<file path="config.mk">
export PLATFORM = sky130hd
export DESIGN_NAME = qam_mapper_mod
export DESIGN_NICKNAME = d
export VERILOG_FILES = /design/src/rtl/qam_mapper_pkg.sv /design/src/rtl/qam_level_lut.sv /design/src/rtl/qam_mapper_mod.sv
export SDC_FILE = /design/constraint.sdc
export NUM_CORES = 1
export LEC_CHECK = 0
export CELL_PAD_IN_SITES_DETAIL_PLACEMENT = 1
export CELL_PAD_IN_SITES_GLOBAL_PLACEMENT = 1
export CORE_MARGIN = 2
export CORE_UTILIZATION = 42
export CTS_CLUSTER_DIAMETER = 60
export DETAILED_ROUTE_END_ITERATION = 8
export PLACE_DENSITY_LB_ADDON = 0.25
export SYNTH_ARGS = -nofsm -noshare
export SYNTH_HDL_FRONTEND = slang
export SYNTH_HIERARCHICAL = 1
export SYNTH_SLANG_ARGS = --single-unit
</file>
<file path="constraint.sdc">
create_clock -name clk_100 -period 3.9 [get_ports clk_100]
set_input_delay 0.975 -clock clk_100 [delete_from_list [all_inputs] [get_ports clk_100]]
set_output_delay 0.975 -clock clk_100 [all_outputs]
set_load 0.01 [all_outputs]
</file>
<file path="src/rtl/qam_mapper_pkg.sv">
// Shared types, Q2.14 magnitude constants and helpers for the QAM mapper.
package qam_mapper_pkg;

   // Modulation mode as latched at the start of a symbol
   typedef enum logic [1:0] {
      QPSK    = 2'b00,
      QAM16   = 2'b01,
      QAM64   = 2'b10,
      ILLEGAL = 2'b11
   } mod_e;

   // Symbol collection state: no partial symbol / partial symbol held
   typedef enum logic {
      S_IDLE,
      S_COLLECT
   } col_e;

   // Output register occupancy
   typedef enum logic {
      O_EMPTY,
      O_FULL
   } out_e;

   localparam int unsigned MAG_W = 16;

   // Q2.14 magnitudes
   localparam logic [MAG_W-1:0] MAG_QPSK  = 16'h2D41; // 1/sqrt(2)
   localparam logic [MAG_W-1:0] MAG16_1   = 16'h143D; // 1/sqrt(10)
   localparam logic [MAG_W-1:0] MAG16_3   = 16'h3CB7; // 3/sqrt(10)
   localparam logic [MAG_W-1:0] MAG64_1   = 16'h09E0; // 1/sqrt(42)
   localparam logic [MAG_W-1:0] MAG64_3   = 16'h1DA0; // 3/sqrt(42)
   localparam logic [MAG_W-1:0] MAG64_5   = 16'h3161; // 5/sqrt(42)
   localparam logic [MAG_W-1:0] MAG64_7   = 16'h4521; // 7/sqrt(42)

   // Bits per symbol; an illegal mode is carried as QPSK
   function automatic logic [2:0] bits_per_sym(input mod_e m);
      logic [2:0] k;
      case (m)
         QAM16:   k = 3'd4;
         QAM64:   k = 3'd6;
         default: k = 3'd2;
      endcase
      return k;
   endfunction

endpackage

</file>
<file path="src/rtl/qam_level_lut.sv">
// Maps (mode, {sign, m1, m0}) to a signed, left-aligned Q2.(DATA_W-2) level.
module qam_level_lut
   import qam_mapper_pkg::*;
#(
   parameter int unsigned DATA_W = 16
) (
   input  mod_e                      i_mode,
   input  logic [2:0]                i_half,
   output logic signed [DATA_W-1:0]  o_level
);

   logic [MAG_W-1:0]  w_mag;
   logic [DATA_W-1:0] w_mag_ext;

   // Gray-coded magnitude select, left-align to DATA_W, then apply sign
   always_comb begin
      w_mag = MAG_QPSK;
      case (i_mode)
         QAM16: w_mag = i_half[1] ? MAG16_3 : MAG16_1;
         QAM64: begin
            case (i_half[1:0])
               2'b01:   w_mag = MAG64_1;
               2'b00:   w_mag = MAG64_3;
               2'b10:   w_mag = MAG64_5;
               default: w_mag = MAG64_7;
            endcase
         end
         default: w_mag = MAG_QPSK;
      endcase
      w_mag_ext = DATA_W'(w_mag) << (DATA_W - MAG_W);
      o_level   = i_half[2] ? -w_mag_ext : w_mag_ext;
   end

endmodule

</file>
<file path="src/rtl/qam_mapper_mod.sv">
// Multi-mode (QPSK / 16-QAM / 64-QAM) serial-bit to I/Q constellation mapper
// with valid/ready handshakes on both sides and block-end marking.
// Optional feature macro: QAM_MAPPER_64QAM_EN enables 64-QAM on mod_sel=10;
// without it mod_sel=10 is illegal and the collection register is 4 bits.
module qam_mapper_mod
   import qam_mapper_pkg::*;
#(
   parameter int unsigned DATA_W   = 16,
   parameter int unsigned BLK_BITS = 192
) (
   input  logic              clk_100,
   input  logic              Reset_N,
   input  logic [1:0]        mod_sel,
   input  logic              data_in,
   input  logic              valid_in,
   output logic              ready_out,
   output logic [DATA_W-1:0] I_comp,
   output logic [DATA_W-1:0] Q_comp,
   output logic              valid_out,
   input  logic              ready_in,
   output logic              sym_last,
   output logic              mode_err
);

`ifdef QAM_MAPPER_64QAM_EN
   localparam int unsigned SR_W = 6;
`else
   localparam int unsigned SR_W = 4;
`endif
   localparam int unsigned BLK_CNT_W = (BLK_BITS > 1) ? $clog2(BLK_BITS) : 1;
   localparam logic [BLK_CNT_W-1:0] BLK_LAST = BLK_CNT_W'(BLK_BITS - 1);

   // The last bit of a symbol is taken straight from data_in, so only
   // SR_W-1 earlier bits need storage.
   col_e                  r_state,  w_state_nxt;
   logic [2:0]            r_cnt,    w_cnt_nxt;
   logic [SR_W-2:0]       r_shift,  w_shift_nxt;
   mod_e                  r_mode,   w_mode_nxt;
   logic [BLK_CNT_W-1:0]  r_blk,    w_blk_nxt;
   out_e                  r_out_st, w_out_nxt;
   logic [DATA_W-1:0]     r_i,      w_i_nxt;
   logic [DATA_W-1:0]     r_q,      w_q_nxt;
   logic                  r_last,   w_last_nxt;
   logic                  r_err,    w_err_nxt;

   logic                  w_accept;
   mod_e                  w_mode_sel;
   mod_e                  w_mode_cur;
   logic [2:0]            w_k;
   logic [5:0]            w_sym;
   logic [2:0]            w_i_half;
   logic [2:0]            w_q_half;
   logic signed [DATA_W-1:0] w_i_lvl;
   logic signed [DATA_W-1:0] w_q_lvl;

   assign valid_out = (r_out_st == O_FULL);
   assign ready_out = Reset_N && (!valid_out || ready_in);
   assign I_comp    = r_i;
   assign Q_comp    = r_q;
   assign sym_last  = r_last;
   assign mode_err  = r_err;
   assign w_accept  = valid_in && ready_out;

   // Decode mod_sel; 64-QAM is only legal when the feature is built in
   always_comb begin
      w_mode_sel = mod_e'(mod_sel);
`ifndef QAM_MAPPER_64QAM_EN
      if (mod_sel == 2'b10) w_mode_sel = ILLEGAL;
`endif
   end

   // Mode for the bit being accepted: fresh on a symbol's first bit, else latched
   assign w_mode_cur = (r_state == S_IDLE) ? w_mode_sel : r_mode;
   assign w_k        = bits_per_sym(w_mode_cur);
   assign w_sym      = 6'({r_shift, data_in});

   // Split the completed symbol into I and Q halves as {sign, m1, m0}
   always_comb begin
      w_i_half = {w_sym[1], 2'b00};
      w_q_half = {w_sym[0], 2'b00};
      case (w_mode_cur)
         QAM16: begin
            w_i_half = {w_sym[3], w_sym[2], 1'b0};
            w_q_half = {w_sym[1], w_sym[0], 1'b0};
         end
         QAM64: begin
            w_i_half = w_sym[5:3];
            w_q_half = w_sym[2:0];
         end
         default: begin
            w_i_half = {w_sym[1], 2'b00};
            w_q_half = {w_sym[0], 2'b00};
         end
      endcase
   end

   qam_level_lut #(.DATA_W(DATA_W)) u_lut_i (
      .i_mode  (w_mode_cur),
      .i_half  (w_i_half),
      .o_level (w_i_lvl)
   );

   qam_level_lut #(.DATA_W(DATA_W)) u_lut_q (
      .i_mode  (w_mode_cur),
      .i_half  (w_q_half),
      .o_level (w_q_lvl)
   );

   // Next-state: collect bits, latch mode, count block bits, load/drain output
   always_comb begin
      w_state_nxt = r_state;
      w_cnt_nxt   = r_cnt;
      w_shift_nxt = r_shift;
      w_mode_nxt  = r_mode;
      w_blk_nxt   = r_blk;
      w_out_nxt   = r_out_st;
      w_i_nxt     = r_i;
      w_q_nxt     = r_q;
      w_last_nxt  = r_last;
      w_err_nxt   = 1'b0;

      if (ready_in) w_out_nxt = O_EMPTY;

      if (w_accept) begin
         w_shift_nxt = {r_shift[SR_W-3:0], data_in};
         w_blk_nxt   = (r_blk == BLK_LAST) ? '0 : r_blk + 1'b1;
         if (r_state == S_IDLE) begin
            w_mode_nxt = w_mode_cur;
            w_err_nxt  = (w_mode_cur == ILLEGAL);
         end
         if ((r_cnt + 3'd1) == w_k) begin
            w_state_nxt = S_IDLE;
            w_cnt_nxt   = '0;
            w_shift_nxt = '0;
            w_out_nxt   = O_FULL;
            w_i_nxt     = w_i_lvl;
            w_q_nxt     = w_q_lvl;
            w_last_nxt  = (r_blk == BLK_LAST);
         end else begin
            w_state_nxt = S_COLLECT;
            w_cnt_nxt   = r_cnt + 3'd1;
         end
      end
   end

   // State and output registers
   always_ff @(posedge clk_100 or negedge Reset_N) begin
      if (!Reset_N) begin
         r_state  <= S_IDLE;
         r_cnt    <= '0;
         r_shift  <= '0;
         r_mode   <= QPSK;
         r_blk    <= '0;
         r_out_st <= O_EMPTY;
         r_i      <= '0;
         r_q      <= '0;
         r_last   <= 1'b0;
         r_err    <= 1'b0;
      end else begin
         r_state  <= w_state_nxt;
         r_cnt    <= w_cnt_nxt;
         r_shift  <= w_shift_nxt;
         r_mode   <= w_mode_nxt;
         r_blk    <= w_blk_nxt;
         r_out_st <= w_out_nxt;
         r_i      <= w_i_nxt;
         r_q      <= w_q_nxt;
         r_last   <= w_last_nxt;
         r_err    <= w_err_nxt;
      end
   end

endmodule

</file>
# Word-level counts from Yosys, hierarchy flattened
# Cells that the tools add are included.
# word_totals
out_inout_bits,36
word_cells,55
input_bits,7
regBits,52
# op_classes
bitwise,1
mux,22
add_sub_neg,4
eq_ne,10
n_reduce_logical,8
# ops
op,n
$pmux W15 S3,2
$pmux W16 S2,2
$mux W16,2
$neg A16 Y16,2
$mux W14,2
$pmux W3 S2,3
$eq A2 B2 Y1 const B,5
$add A8 B1 Y8 const B,1
$eq A8 B8 Y1 const B,1
$mux W8,1
$eq A2 B1 Y1 const B,3
$mux W1,6
$mux W3,2
$logic_not A2 Y1,2
$mux W2,2
$reduce_and A2 Y1,2
$add A3 B1 Y3 const B,1
$eq A3 B3 Y1,1
$logic_and A1 B1 Y1,2
$logic_not A1 Y1,1
$logic_or A1 B1 Y1,1
$not A1 Y1,1

# Logic depth before layout (Yosys ltp)
# depth
word_depth,10
ltp_mapped,15
mapped_depth_nobuf,15

# By module
# Netlist, hierarchy kept.
# by_module_without_submodules
module,area_each_um2,seq_area_each_um2,n_inst,cells_per_inst
qam_mapper_mod,2436.1,1301.2,1,189
qam_level_lut at u_lut_i,452.9,0.0,1,63
qam_level_lut at u_lut_q,452.9,0.0,1,65

# Worst setup path after synthesis
# Ideal clock, no wire load.
# synth_timing
path_type,input to register
startpoint,input mod_sel[1]
endpoint,register r_i[10] (netlist: I_comp[10])
setup_slack_ps,57
t_required_ps,3775
arrival_ps,3718
path_buffers,0
cell_stages,13
setup_time_ps,125
cell_sequence,nor2_1 > o21ai_0 > inv_1 > ha_1 > nor2_1 > ha_1 > o21ai_1 > and2_1 > ha_1 > nand4b_1 > nor2_1 > or3_1 > mux2_4
# synth_via
elab_chain_len,10
elab_cells_between_ends,17
cone_classes,add/sub: 1; eq/ne: 6; mux: 8; reduce/logical: 2
# synth_lines
item,line_no,text
from (decl),qam_mapper_mod.sv:13,"input logic [1:0] mod_sel,"
$eq A2 B2 Y1 *,qam_mapper_mod.sv:68,if (mod_sel == 2'b10) w_mode_sel = ILLEGAL;
$mux W2 *,qam_mapper_mod.sv:68,
$mux W2 *,qam_mapper_mod.sv:73,assign w_mode_cur = (r_state == S_IDLE) ? w_mode_sel : r_mode;
via w_mode_cur[0],qam_mapper_mod.sv:48,mod_e w_mode_cur;
$eq A2 B2 Y1 or $eq A2 B1 Y1 (tied branches),qam_mapper_mod.sv:81,case (w_mode_cur)
$pmux W3 S2 *,qam_mapper_mod.sv:81,
via w_i_half[1],qam_mapper_mod.sv:51,logic [2:0] w_i_half;
$eq A2 B2 Y1 (tied with other cells),qam_level_lut.sv:21,case (i_half[1:0])
$pmux W15 S3,qam_level_lut.sv:21,
$pmux W16 S2 *,qam_level_lut.sv:18,case (i_mode)
$neg A16 Y16,qam_level_lut.sv:31,o_level = i_half[2] ? -w_mag_ext : w_mag_ext;
$mux W16 *,qam_level_lut.sv:31,
via w_i_lvl[10],qam_mapper_mod.sv:53,logic signed [DATA_W-1:0] w_i_lvl;
to (signal assigned),qam_mapper_mod.sv:166,r_i <= w_i_nxt;
to (decl),qam_mapper_mod.sv:41,"logic [DATA_W-1:0] r_i, w_i_nxt;"
# Mark *: on every way through the listed nets, which the timed path passes. The rest lies on a longest branch.
# A chain may end at the register's enable or synchronous reset.

# Worst setup path after layout
# layout_timing
startpoint,input mod_sel[1]
endpoint,register r_q[6] (netlist: Q_comp[6])
# layout_via
elab_chain_len,10
elab_cells_between_ends,17
cone_classes,add/sub: 1; eq/ne: 6; mux: 8; reduce/logical: 2
# layout_lines
item,line_no,text
$eq A2 B2 Y1,qam_mapper_mod.sv:68,
$mux W2 *,qam_mapper_mod.sv:68,
$mux W2 *,qam_mapper_mod.sv:73,
via w_mode_cur[1],qam_mapper_mod.sv:48,
$eq A2 B2 Y1 or $eq A2 B1 Y1 (tied branches),qam_mapper_mod.sv:81,
$pmux W3 S2 *,qam_mapper_mod.sv:81,
via w_q_half[1],qam_mapper_mod.sv:52,logic [2:0] w_q_half;
$eq A2 B2 Y1 (tied with other cells),qam_level_lut.sv:21,
$pmux W15 S3,qam_level_lut.sv:21,
$pmux W16 S2 *,qam_level_lut.sv:18,
$neg A16 Y16,qam_level_lut.sv:31,
$mux W16 *,qam_level_lut.sv:31,
via w_q_lvl[6],qam_mapper_mod.sv:54,logic signed [DATA_W-1:0] w_q_lvl;
to (signal assigned),qam_mapper_mod.sv:167,r_q <= w_q_nxt;
to (decl),qam_mapper_mod.sv:42,"logic [DATA_W-1:0] r_q, w_q_nxt;"
# Marks and branches as above.

==> impl_metrics.csv <==
group,metric,value,unit
cts,cts_resized,0,
die,start_util,43.25,%
worst_setup_path,cp_slowest_stage_delay,0.48,ns
sta,maxSlewViolCount,0,
worst_setup_path,setup.worst_path.start_class,"input pin",
cts,cts_sinks,52,
sta,period_minus_slack,3.620,ns
cts,clkTransAtPathRegs,0.09,ns
yosys,ys_types,50,
sta,tightest_slew,0.5594,ns
final_layout,fill_cells,882,
hold_path,hp-start,"r_blk[1]$_DFFE_PN0P_",
die,core,0.007727,mm^2
place,place_congestion,0.8328,
drt,routed_wl,7.513,mm
cts,cts_max_level,2,
cts,ctsHoldBuffers,0,
worst_setup_path,path_class,"in2reg",
global_routing,groute.usage.overall,18.87,%
final_layout,nets,415,
cts,insertion_delay,0.31,ns
drt,dr.first_iter.drc_count,95,
worst_setup_path,crit_buf_inv,4,
status,outcome,"completed",
drt,wl_per_cell,15.30,um
yosys,ys_seq_area_share,38.94,%
job,drv_cap,0,
final_layout,insertedDiodeCount,0,
hold_path,hold_path_class,"reg2reg",
sta,max_freq,276.2,MHz
global_routing,antenna_found_initial,0,
place,port_buffers,42,
sta,fin_crit_sh,92.83,%
place,dp_hpwl,5.688,mm
yosys,syn_area,0.003342,mm^2
yosys,async_reset_ff_share,100.0,%
worst_setup_path,endpoint_kind,"register",
worst_setup_path,crit_chain,"clkdlybuf4s50_1 > buf_4 > nand2b_1 > nand2_1 > inv_1 > ha_1 > a22oi_1 > nor2_2 > ha_1 > o21ai_0 > nand2_1 > inv_1 > ha_1 > nand3b_1 > a21oi_1 > a211oi_1 > mux2_4",
worst_setup_path,critPathSlowestCell,"clkdlybuf4s50_1",
sta,fin_ws,0.2798,ns
sta,hold_viol,0,
die,rows,32,
worst_setup_path,critPathRequiredTime,4.10,ns
sta,finalSetupViolCount,0,
global_routing,grt_pass1_vias,2699,
final_layout,drive_gt1_share,23.65,%
worst_setup_path,crit_top_cell,"ha_1",
worst_setup_path,r2r-start,"r_state$_DFFE_PN0P_",
drt,dr_total_vias,2558,
final_layout,synthToLayoutAreaGrowth,24.49,%
die,fp.dieArea,0.008686,mm^2
final_layout,fin_util,53.84,%
worst_setup_path,cp_top_family,"buffers and inverters",
power,p_per_area,952.8,mW/mm^2
cts,cts-root-buf,"clkbuf_8",
die,die_w,93.20,um
power,ir_worst_vdd,0.3209,mV
sta,fin_skew,0.008622,ns
sta,slew_headroom,62.71,%
drt,postRouteAntennaNets,0,
yosys,yosys_warnings,6,
worst_setup_path,arrival,3.82,ns
global_routing,overflow,0,
global_routing,grt_max_degree,45,
cts,post-cts-setup-buffer-count,0,
cts,ctsLongestPathBuffers,2,
yosys,syn_area_per_cell,10.54,um^2
cts,cts_tree,"built",
power,p_leak,1.898,nW
yosys,syn-num-nets,344,
drt,dr.pass1.iters,4,
worst_setup_path,worstSetupStartpoint,"mod_sel[1]",
die,pin_count,43,
yosys,synth_edf_count,0,
drt,route.detailed.drc,0,
drt,drt-vias-per-instance,5.210,
yosys,ys.flop_type,"dfrtp_1",
cts,cts_buffers,5,
worst_setup_path,cp_max_fo,4,
yosys,synth-seq-cells,52,
die,die_height,93.20,um
place,pre_cts_ws,-0.2154,ns
global_routing,grt_pass1_wl,13.13,mm
yosys,postSynthCellCount,317,
[layout make-up]
cell class | instances | area (um^2) | area share (%)
clock buffer | 8 | 90.09 | 2.165
multi-input combinational | 227 | 1826 | 43.88
timing repair buffer | 82 | 740.7 | 17.80
sequential | 52 | 1301 | 31.28
inverter | 20 | 75.07 | 1.805
tap | 102 | 127.6 | 3.068
[where the power goes]
part,leakage (nW),total (mW),switching (mW),internal (mW)
combinational,1.21,2.72,1.25,1.47
clock,0.0455,0.323,0.177,0.145
sequential,0.646,0.920,0.154,0.766
[per-layer routing]
layer | GRT usage (%) | vias to the layer above | part of all wire [%]
met5 | 0 | - | 0
met4 | 4.044 | 0 | 0.96
met3 | 2.740 | 5 | 2.4
met2 | 32.43 | 38 | 50
met1 | 25.33 | 1277 | 46
li1 | - | 1238 | -
[cell usage in the layout, fill, tap and decap left out, drive strengths merged, types with 6 or more instances in the layout]
| cell | n |
|---|---|
| and3 | 6 |
| nand2b | 8 |
| nor2 | 14 |
| ha | 20 |
| o21ai | 19 |
| dfrtp | 52 |
| inv | 20 |
| clkbuf | 8 |
| a21oi | 12 |
| clkdlybuf4s50 | 41 |
| mux2i | 7 |
| nand2 | 30 |
| xnor2 | 11 |
| mux2 | 35 |
| buf | 41 |
| nand3 | 8 |
[cell families (layout without fill, tap and decap cells)]
group | after synthesis | count (layout) | share of synthesized area (%)
mux | 42 | 42 | 17.03
buf+inv | 38 | 110 | 6.589
fa+ha+maj | 20 | 20 | 7.488
flops | 52 | 52 | 38.94
xor+xnor | 14 | 14 | 4.081
compound gates | 52 | 52 | 9.697
simple gates | 99 | 99 | 16.17
[cells in the mapped netlist, types with 8 or more instances]
cell type / instances / area [um^2]
nand2_1: 30 / 112.6
xnor2_1: 11 / 96.34
o21ai_0: 18 / 90.09
a21oi_1: 12 / 60.06
inv_1: 20 / 75.07
mux2_4: 28 / 420.4
dfrtp_1: 52 / 1301
ha_1: 20 / 250.2
nor2_1: 14 / 52.55
nand3_1: 8 / 40.04
[worst register-to-register path: stages, from the launching register on]
cell and delay, ns:
dfrtp_1 0.47, nand2b_1 0.22, nand2_1 0.12, inv_1 0.06
ha_1 0.22, a22oi_1 0.26, nor2_2 0.10, ha_1 0.21
o21ai_0 0.23, nand2_1 0.11, inv_1 0.07, ha_1 0.21
nand3b_1 0.10, a21oi_1 0.15, a211oi_1 0.07, mux2_4 0.26
[flip-flops by register name, indices dropped and copies added (netlist names)]
| signal | flops |
|---|---|
| r_blk | 8 |
| Q_comp | 16 |
| sym_last | 1 |
| mode_err | 1 |
| r_shift | 3 |
| valid_out | 1 |
| r_mode | 2 |
| r_cnt | 3 |
| I_comp | 16 |
| r_state | 1 |
[final timing paths]
path / endpoint / slack (ns) / cells after the start
worst max-delay path: Q_comp[6]$_DFFE_PN0P_ / 0.28 / 17
worst min-delay path: r_blk[1]$_DFFE_PN0P_ / 0.50 / 2
worst max register to register: Q_comp[6]$_DFFE_PN0P_ / 0.94 / 15
worst min register to register: r_blk[1]$_DFFE_PN0P_ / 0.50 / 2
max in group asynchronous: Q_comp[2]$_DFFE_PN0P_ / 2.50 / 2
min in group asynchronous: r_shift[0]$_DFFE_PN0P_ / 0.54 / 1
[through the flow]
step           instance area [um^2]  instances  total power [mW]  setup TNS, ns  hold WS [ns]
2_1_floorplan                  3342        317             2.654              0        0.4515
3_3_place_gp                   4065        483             3.550        -0.1466        0.4718
3_5_place_dp                   4065        483             3.649        -0.9607        0.4857
4_1_cts                        4155        491             3.995              0        0.5080
5_1_grt                        4160        491             4.335      -0.005465        0.5339
6_report                       4160        491             3.964              0        0.5041
Power figures use the tool's default switching activity.
